### src/rtl/matvec_pkg.sv
// Shared types and CSR encodings for the matrix-vector sequencer.
package matvec_pkg;

  typedef enum logic [2:0] {
    IDLE,
    FETCH,
    DRAIN,
    READ,
    DONE
  } state_t;

  localparam logic [1:0] CSR_SEL_ROWS = 2'd0;
  localparam logic [1:0] CSR_SEL_COLS = 2'd1;
  localparam logic [1:0] CSR_SEL_BASE = 2'd2;
  localparam logic [1:0] CSR_SEL_CTRL = 2'd3;

  localparam int unsigned CTRL_START_BIT = 0;
  localparam int unsigned CTRL_ABORT_BIT = 1;

endpackage

### src/rtl/matvec_addr_gen.sv
// Registered per-PE matrix fetch addresses: BASE+ROWS+offset+i for active columns,
// the reserved zero word otherwise.
module matvec_addr_gen
  import matvec_pkg::*;
#(
  parameter int unsigned          ADDR_SIZE = 10,
  parameter int unsigned          PE_NUMBER = 64,
  parameter int unsigned          DIM_W     = 8,
  parameter logic [ADDR_SIZE-1:0] ZERO_ADDR = '1
) (
  input  logic                 clk,
  input  logic                 reset,
  input  logic [ADDR_SIZE-1:0] base,
  input  logic [DIM_W-1:0]     rows,
  input  logic [DIM_W-1:0]     cols,
  input  logic [ADDR_SIZE-1:0] offset,
  input  logic                 fetch,
  output logic [ADDR_SIZE-1:0] pe_addr [PE_NUMBER]
);

  logic [ADDR_SIZE-1:0] row_base;
  logic [ADDR_SIZE-1:0] pe_nxt [PE_NUMBER];

  assign row_base = base + ADDR_SIZE'(rows) + offset;

  for (genvar g = 0; g < PE_NUMBER; g++) begin : g_pe
    localparam logic [DIM_W-1:0] IDX = DIM_W'(g);
    assign pe_nxt[g] = (fetch && (IDX < cols)) ? row_base + ADDR_SIZE'(g) : ZERO_ADDR;
  end

  always_ff @(posedge clk or posedge reset) begin
    if (reset) begin
      for (int unsigned i = 0; i < PE_NUMBER; i++) pe_addr[i] <= ZERO_ADDR;
    end else begin
      for (int unsigned i = 0; i < PE_NUMBER; i++) pe_addr[i] <= pe_nxt[i];
    end
  end

endmodule

### src/rtl/matvec_sequencer.sv
// CSR-programmed sequencer for the systolic matrix-vector array: fetch addressing,
// array enable/clear, result readout, abort and size-error detection.
module matvec_sequencer
  import matvec_pkg::*;
#(
  parameter int unsigned          ADDR_SIZE    = 10,
  parameter int unsigned          PE_NUMBER    = 64,
  parameter int unsigned          DIM_W        = 8,
  parameter logic [15:0]          BASE_DEFAULT = 16'h000f,
  parameter logic [ADDR_SIZE-1:0] ZERO_ADDR    = '1
) (
  input  logic                 clk,
  input  logic                 reset,
  input  logic                 csr_valid,
  output logic                 csr_ready,
  input  logic [1:0]           csr_sel,
  input  logic [15:0]          csr_data,
  output logic [ADDR_SIZE-1:0] vec_addr,
  output logic [ADDR_SIZE-1:0] pe_addr [PE_NUMBER],
  output logic                 array_clr,
  output logic                 array_en,
  output logic                 rd_en,
  output logic [DIM_W-1:0]     rd_idx,
  output logic                 busy,
  output logic                 done,
  output logic                 err
);

  state_t               state, state_nxt;
  logic [DIM_W-1:0]     cnt, cnt_nxt;
  logic [ADDR_SIZE-1:0] off, off_nxt;
  logic [DIM_W-1:0]     rows_q, cols_q;
  logic [ADDR_SIZE-1:0] base_q;
  logic                 err_nxt;
  logic                 csr_wr, start_cmd, abort_cmd, size_bad;

  assign csr_ready = 1'b1;
  assign csr_wr    = csr_valid && csr_ready;
  assign start_cmd = csr_wr && (csr_sel == CSR_SEL_CTRL) && csr_data[CTRL_START_BIT];
  assign abort_cmd = csr_wr && (csr_sel == CSR_SEL_CTRL) && csr_data[CTRL_ABORT_BIT];
  assign size_bad  = (rows_q == '0) || (cols_q == '0) || (32'(cols_q) > PE_NUMBER);

  always_ff @(posedge clk or posedge reset) begin
    if (reset) begin
      rows_q <= '0;
      cols_q <= '0;
      base_q <= ADDR_SIZE'(BASE_DEFAULT);
    end else if (csr_wr && (state == IDLE)) begin
      case (csr_sel)
        CSR_SEL_ROWS: rows_q <= DIM_W'(csr_data);
        CSR_SEL_COLS: cols_q <= DIM_W'(csr_data);
        CSR_SEL_BASE: base_q <= ADDR_SIZE'(csr_data);
        default: ;
      endcase
    end
  end

  always_comb begin
    state_nxt = state;
    cnt_nxt   = cnt;
    off_nxt   = off;
    err_nxt   = err;
    case (state)
      IDLE: begin
        if (start_cmd && !abort_cmd) begin
          if (size_bad) begin
            err_nxt = 1'b1;
          end else begin
            err_nxt   = 1'b0;
            state_nxt = FETCH;
            cnt_nxt   = '0;
            off_nxt   = '0;
          end
        end
      end
      FETCH: begin
        if (cnt == rows_q - DIM_W'(1)) begin
          cnt_nxt   = '0;
          state_nxt = (cols_q == DIM_W'(1)) ? READ : DRAIN;
        end else begin
          cnt_nxt = cnt + DIM_W'(1);
          off_nxt = off + ADDR_SIZE'(cols_q);
        end
      end
      DRAIN: begin
        if (cnt == cols_q - DIM_W'(2)) begin
          cnt_nxt   = '0;
          state_nxt = READ;
        end else begin
          cnt_nxt = cnt + DIM_W'(1);
        end
      end
      READ: begin
        if (cnt == cols_q - DIM_W'(1)) state_nxt = DONE;
        else                           cnt_nxt   = cnt + DIM_W'(1);
      end
      DONE:    state_nxt = IDLE;
      default: state_nxt = IDLE;
    endcase
    if (abort_cmd) state_nxt = IDLE;
  end

  // Outputs are registered from next-state values so they line up with the state they describe.
  always_ff @(posedge clk or posedge reset) begin
    if (reset) begin
      state     <= IDLE;
      cnt       <= '0;
      off       <= '0;
      vec_addr  <= ZERO_ADDR;
      array_clr <= 1'b1;
      array_en  <= 1'b0;
      rd_en     <= 1'b0;
      rd_idx    <= '0;
      busy      <= 1'b0;
      done      <= 1'b0;
      err       <= 1'b0;
    end else begin
      state     <= state_nxt;
      cnt       <= cnt_nxt;
      off       <= off_nxt;
      vec_addr  <= (state_nxt == FETCH) ? base_q + ADDR_SIZE'(cnt_nxt) : ZERO_ADDR;
      array_clr <= (state_nxt == IDLE);
      array_en  <= (state_nxt inside {FETCH, DRAIN});
      rd_en     <= (state_nxt == READ);
      rd_idx    <= (state_nxt == READ) ? cnt_nxt : '0;
      busy      <= (state_nxt != IDLE);
      done      <= (state_nxt == DONE);
      err       <= err_nxt;
    end
  end

  matvec_addr_gen #(
    .ADDR_SIZE (ADDR_SIZE),
    .PE_NUMBER (PE_NUMBER),
    .DIM_W     (DIM_W),
    .ZERO_ADDR (ZERO_ADDR)
  ) u_addr_gen (
    .clk     (clk),
    .reset   (reset),
    .base    (base_q),
    .rows    (rows_q),
    .cols    (cols_q),
    .offset  (off_nxt),
    .fetch   (state_nxt == FETCH),
    .pe_addr (pe_addr)
  );

endmodule

### config.mk
export PLATFORM = sky130hd
export DESIGN_NAME = matvec_sequencer
export DESIGN_NICKNAME = d
export VERILOG_FILES = /design/src/rtl/matvec_pkg.sv /design/src/rtl/matvec_addr_gen.sv /design/src/rtl/matvec_sequencer.sv
export SDC_FILE = /design/constraint.sdc
export NUM_CORES = 2
export LEC_CHECK = 0
export ABC_AREA = 1
export BUFFER_PORTS_ARGS = -buffer_cell sky130_fd_sc_hd__buf_2
export CORE_ASPECT_RATIO = 0.8
export CORE_MARGIN = 2
export CORE_UTILIZATION = 40
export DETAILED_ROUTE_END_ITERATION = 6
export PLACE_DENSITY = 0.75
export SETUP_SLACK_MARGIN = 0.5
export SLEW_MARGIN = 20
export SYNTH_ARGS = -nofsm -noshare
export SYNTH_HDL_FRONTEND = slang
export SYNTH_SLANG_ARGS = --single-unit
export TNS_END_PERCENT = 30
### constraint.sdc
create_clock -name clk -period 27.4 [get_ports clk]
set_clock_uncertainty 0.15 [all_clocks]
set_input_delay 8.22 -clock clk [delete_from_list [all_inputs] [get_ports clk]]
set_output_delay 8.22 -clock clk [all_outputs]
set_load 0.02 [all_outputs]
[Yosys cells after proc, flatten, opt, wreduce, memory -nomap -nowiden]
Cells that the tools add are included.
Storage, ports and cells
  flip-flop bits (word level): 711
  bits of input ports: 21
  output and inout port bits: 665
Cells by class
  muxes and demuxes: 85
  $lt $le $gt $ge: 65
  reduce and logical (&&, ||, !) cells: 83
  add/subtract/negate cells: 71
  equality and inequality tests: 14
Operators by type and width (count)
  $mux 10: 68
  $add 10x6->10 const B: 32
  $lt 6x8->1 const A: 32
  $add 10x5->10 const B: 16
  $lt 5x8->1 const A: 16
  $add 10x4->10 const B: 8
  $logic_and 1x1->1: 69
  $lt 4x8->1 const A: 8
  $mux 8: 6
  $add 10x3->10 const B: 4
  $lt 3x8->1 const A: 4
  $pmux 8 s4: 1
  $add 10x8->10: 3
  $eq 8x8->1: 3
  $add 10x2->10 const B: 2
  $pmux 10 s2: 1
  $mux 3: 6
  $logic_not 8->1: 2
  $lt 1x8->1 const A: 2
  $lt 2x8->1 const A: 2
  $sub 8x1->8 const B: 2
  $eq 3x2->1 const B: 4
  $pmux 3 s4: 1
  $add 10x1->10 const B: 1
  other kinds (17): 25

[Logic depth before layout (Yosys ltp)]
  depth in word-level cells: 11
  mapped depth: 36
  mapped depth without buffers: 35

[By module]
Synthesis repeated with hierarchy kept, for this count alone.
Unflattened totals
  cell total of the unflattened synthesis: 3162
  area total of the unflattened synthesis: 30630.6 µm²
Modules (own cells, without submodules)
  matvec_addr_gen: cells each 2567, seq. area each 16816.1 µm², times used 1, area an instance 26042.5 µm²
  matvec_sequencer: cells each 595, seq. area each 1795.5 µm², times used 1, area an instance 4588.2 µm²

[Worst setup path after synthesis]
Ideal clock, no wire load.
  kind: input -> register
  from: in csr_sel[0]
  to: reg u_addr_gen.pe_addr[589] (netlist bit)
  arrival time: 12.548 ns
  data required time: 27.186 ns
  buffers on the path: 3
  slack: 14.638 ns
  stages: 27
  setup time: 0.064 ns
  cells stage by stage: nand3_1 > nor3_1 > nand2_1 > a21oi_1 > nand3_1 > nor2_1 > a21oi_2 > inv_1 > o22ai_1 > fa_1 > ha_1 > inv_1 > fa_1 > inv_1 > nand3_1 > nand2_1 > nand2_1 > nand2_2 > clkbuf_1 > clkbuf_1 > ha_1 > clkbuf_1 > nand2_1 > nor2_1 > nand2_1 > nand3b_1 > nand3_1
RTL lines
  start, declared: line matvec_sequencer.sv:16  | input logic [1:0] csr_sel,
  end, declared: line matvec_addr_gen.sv:18  | output logic [ADDR_SIZE-1:0] pe_addr [PE_NUMBER]

==> summary.txt <==
Outcome
  • Outcome: complete, no violations

Synth
  • Area share of xor/xnor cells in the synthesized design: about 3.9%
  • Simple-Gate Fraction of Synth Area: a little under a quarter
  • EDFF count, synth: 0
  • Synth top cells by count: nand2_1 (899), dfstp_2 (655), nand3_1 (342)
  • Sequential area share after synthesis: roughly three fifths
  • Main synth FF type: dfstp_2
  • Area share of the largest cell type after synthesis: roughly 55%
  • Post-synthesis compound-gate area fraction: between 4 and 5%
  • Largest family of logic cells by synthesized area: simple AND/OR/NAND/NOR gates
  • Unique cell type count in the Yosys netlist: 47
  • Net Count, Synth: 3,319
  • Most frequent cell after synthesis: nand2_1
  • Synthesized cell area: 0.0310 mm2
  • Multiplexer share of the synthesized area: 0%
  • Avg Synthesized Cell Area: between 9 and 10 um2
  • YS warnings: 0
  • Register bit total from synthesis: about 710
  • Area contributors post-synth: dfstp_2 (55%), nand2_1 (11%), nand3_1 (5.5%), dfrtp_1 (4.5%), inv_1 (3.5%)
  • Adder-cell area share of the yosys netlist: approximately 2.6%
  • Biggest area consumer among synthesized cells: dfstp_2
  • Post-synth ARST share: between 90% and 100%
  • Synth Instances: around 3,200

Timing
  • Hold Fails Final Rpt: 0
  • RSZ-0062 raised after global routing: no
  • Worst Max-Slew Pin Slew: 1.20 ns
  • F_max: 67.8 MHz
  • Min cycle time layout: approximately 15 ns
  • Setup Viol. Count Final: 0
  • Slew margin rel.: about 20%
  • Final cycle utilization of the critical path: 53.8%
  • Setup TNS: 0 ns
  • Final slew viol count: 0
  • Final WS setup: 12.65 ns

Cells and area
  • Layout area overhead: 23.0%
  • Share of cells above drive strength 1: between 40 and 50%
  • Fin area: between 0.03 and 0.04 mm2
  • Final #Nets: 3,980

Routing
  • WL/cell: around 26 um
  • Routed Wire Length: roughly 130 mm
  • Vias/cell: 5.40
  • DR vias: 26,900
  • DRC Markers: 0
  • DR pass1 iterations: 6
  • 1st-iter DRT viols: between 3,000 and 4,000
  • Final ANT Viol Nets: 0

CTS
  • CTS tree: done
  • Max Root-Sink Buffers: 3
  • Clock sink count: slightly above 700
  • TritonCTS Buffers: 76
  • Hold buffers post-CTS: 0
  • Clk slew on worst S/H paths: 0.06 ns
  • Post-CTS setup buffers: 0
  • Root Buffer: clkbuf_16
  • # resized after CTS: 0
  • # H-tree levels: 3
  • Clock Latency Late Sink: 0.63 ns

Critical path
  • Slowest CP cell: clkinv_1
  • CP Class: in2reg
  • Startpoint types: input port
  • R2r setup slk: between 15 and 20 ns
  • Crit path required time: 27.80 ns
  • Maximum fanout along the worst path: 45
  • Setup crit end kind: flop
  • Worst path max stage delay: 0.90 ns
  • Crit path arrival time: about 15 ns

Floorplanning
  • Die width: 315 um
  • Row count: 91
  • Core box area: 0.0770 mm2
  • Die Span Y: about 250 um
  • IO Pins: between 600 and 700
  • Initial Util: between 40% and 50%
  • Die area: between 0.07 and 0.08 mm2

Global route
  • GR Overflow Total: 0
  • First-pass GRT wire length: between 150 and 200 mm
  • Largest net degree at the start of global routing: 172
  • All-Layer GR Usage: a little under a third
  • Vias in the first global route: around 25,000
  • Initial antenna violation count: 4

Place
  • Setup WS pre-CTS: about 12 ns
  • DP Wirelength: approximately 90 mm
  • Port Buf Inserts: 678
  • Cell Area, Placed: around 0.036 mm2
  • RD Place Congestion: about 0.91

Min path
  • Worst hold-check path type: reg2reg

Run
  • Max-Cap Viols: 0
==> cells by family after synthesis <==
logic type                 Yosys count
buffers and inverters              442
DFF                                711
other                                1
xor gates and xnor gates           139
and+or+nand+nor                   1606
adders and majority gates           58
AOI/OAI and AO/OA                  283
==> routing by layer <==
metal | vias up | track usage, % | share of wire [%]
li1 | 11500 | - | -
met1 | 13200 | 41.5 | 39
met2 | 1759 | 47.0 | 43
met3 | 418 | 10.9 | 12
met4 | 2 | 16.0 | 5.8
met5 | - | 0 | 0.0092
==> state kept, by name (all words and copies together) (netlist names) <==
name	cells
err	1
u_addr_gen.pe_addr	640
off	10
rd_idx	8
cnt	8
array_en	1
state	3
base_q	10
done	1
cols_q	8
rd_en	1
array_clr	1
rows_q	8
vec_addr	10
busy	1
==> area by class of cell <==
type | count | area (um2)
well taps | 1023 | 1280
diodes | 1 | 2.50
inverters | 306 | 1150
fillers | 7023 | 38800
multi-input cells | 2087 | 10800
clock inverters | 26 | 398
repair buffers | 719 | 3710
flip-flops and latches | 711 | 18600
clock buffers | 110 | 2230
==> cell usage in the layout, fill, tap and decap left out, types with 3 or more instances in the layout <==
cell type   Yosys  routed
nor2_8         15      15
inv_6           0       3
o21ai_0       176     176
dfrtp_1        56      56
inv_1         286     283
clkinv_2        0       6
xor2_1        122     122
nand3_2         1       3
and2_1          4       4
o211ai_1        3       3
dfstp_2       655     655
nor2_2         50      47
nand4_1        12      12
or2_2           9       9
nand2_4         0       3
clkinvlp_4      0       4
inv_2          14      16
xnor2_1        16      16
o21ai_1         4       4
clkbuf_8        0      14
bufinv_16       0       9
clkbuf_16       0      79
clkinv_1        6       6
nor2_1        195     193
nor2_4          5      10
nor3_1         16      16
nand3_1       342     340
nand3b_1       51      51
clkinv_4        0       3
fa_1           11      10
nand2_2         4       7
buf_2           8     678
clkbuf_1      104      17
ha_1           47      46
nand2_1       899     893
buf_4           6      40
a21oi_1        83      83
o22ai_1         4       4
==> final timing paths <==
check,start,end,depth (start not counted)
worst max register to register,cnt[4],u_addr_gen.pe_addr[169],28
worst max-delay path,csr_data[0],u_addr_gen.pe_addr[169],26
max in group asynchronous,reset,u_addr_gen.pe_addr[620],6
min in group asynchronous,reset,u_addr_gen.pe_addr[190],2
worst min-delay path,err,err,2
worst min register to register,err,err,2
==> critical path: cells and delay by family <==
family	cells	cell delay (ns)
buf+inv	8	2.55
simple gates	11	2.04
fa+ha+maj	3	1.27
compound gates	4	0.99
==> per-stage QoR <==
step	std cells	util (%)	hold slack [ns]
2_1_floorplan	3240	-	0.329
3_3_place_gp	4846	46.1	0.342
3_5_place_dp	4846	46.1	0.355
4_1_cts	4982	49.6	0.369
5_1_grt	4982	49.6	0.392
6_report	4983	49.6	0.363
Power is not shown: default switching activity piles up to over one toggle a cycle in this logic, so the estimate is an artifact.
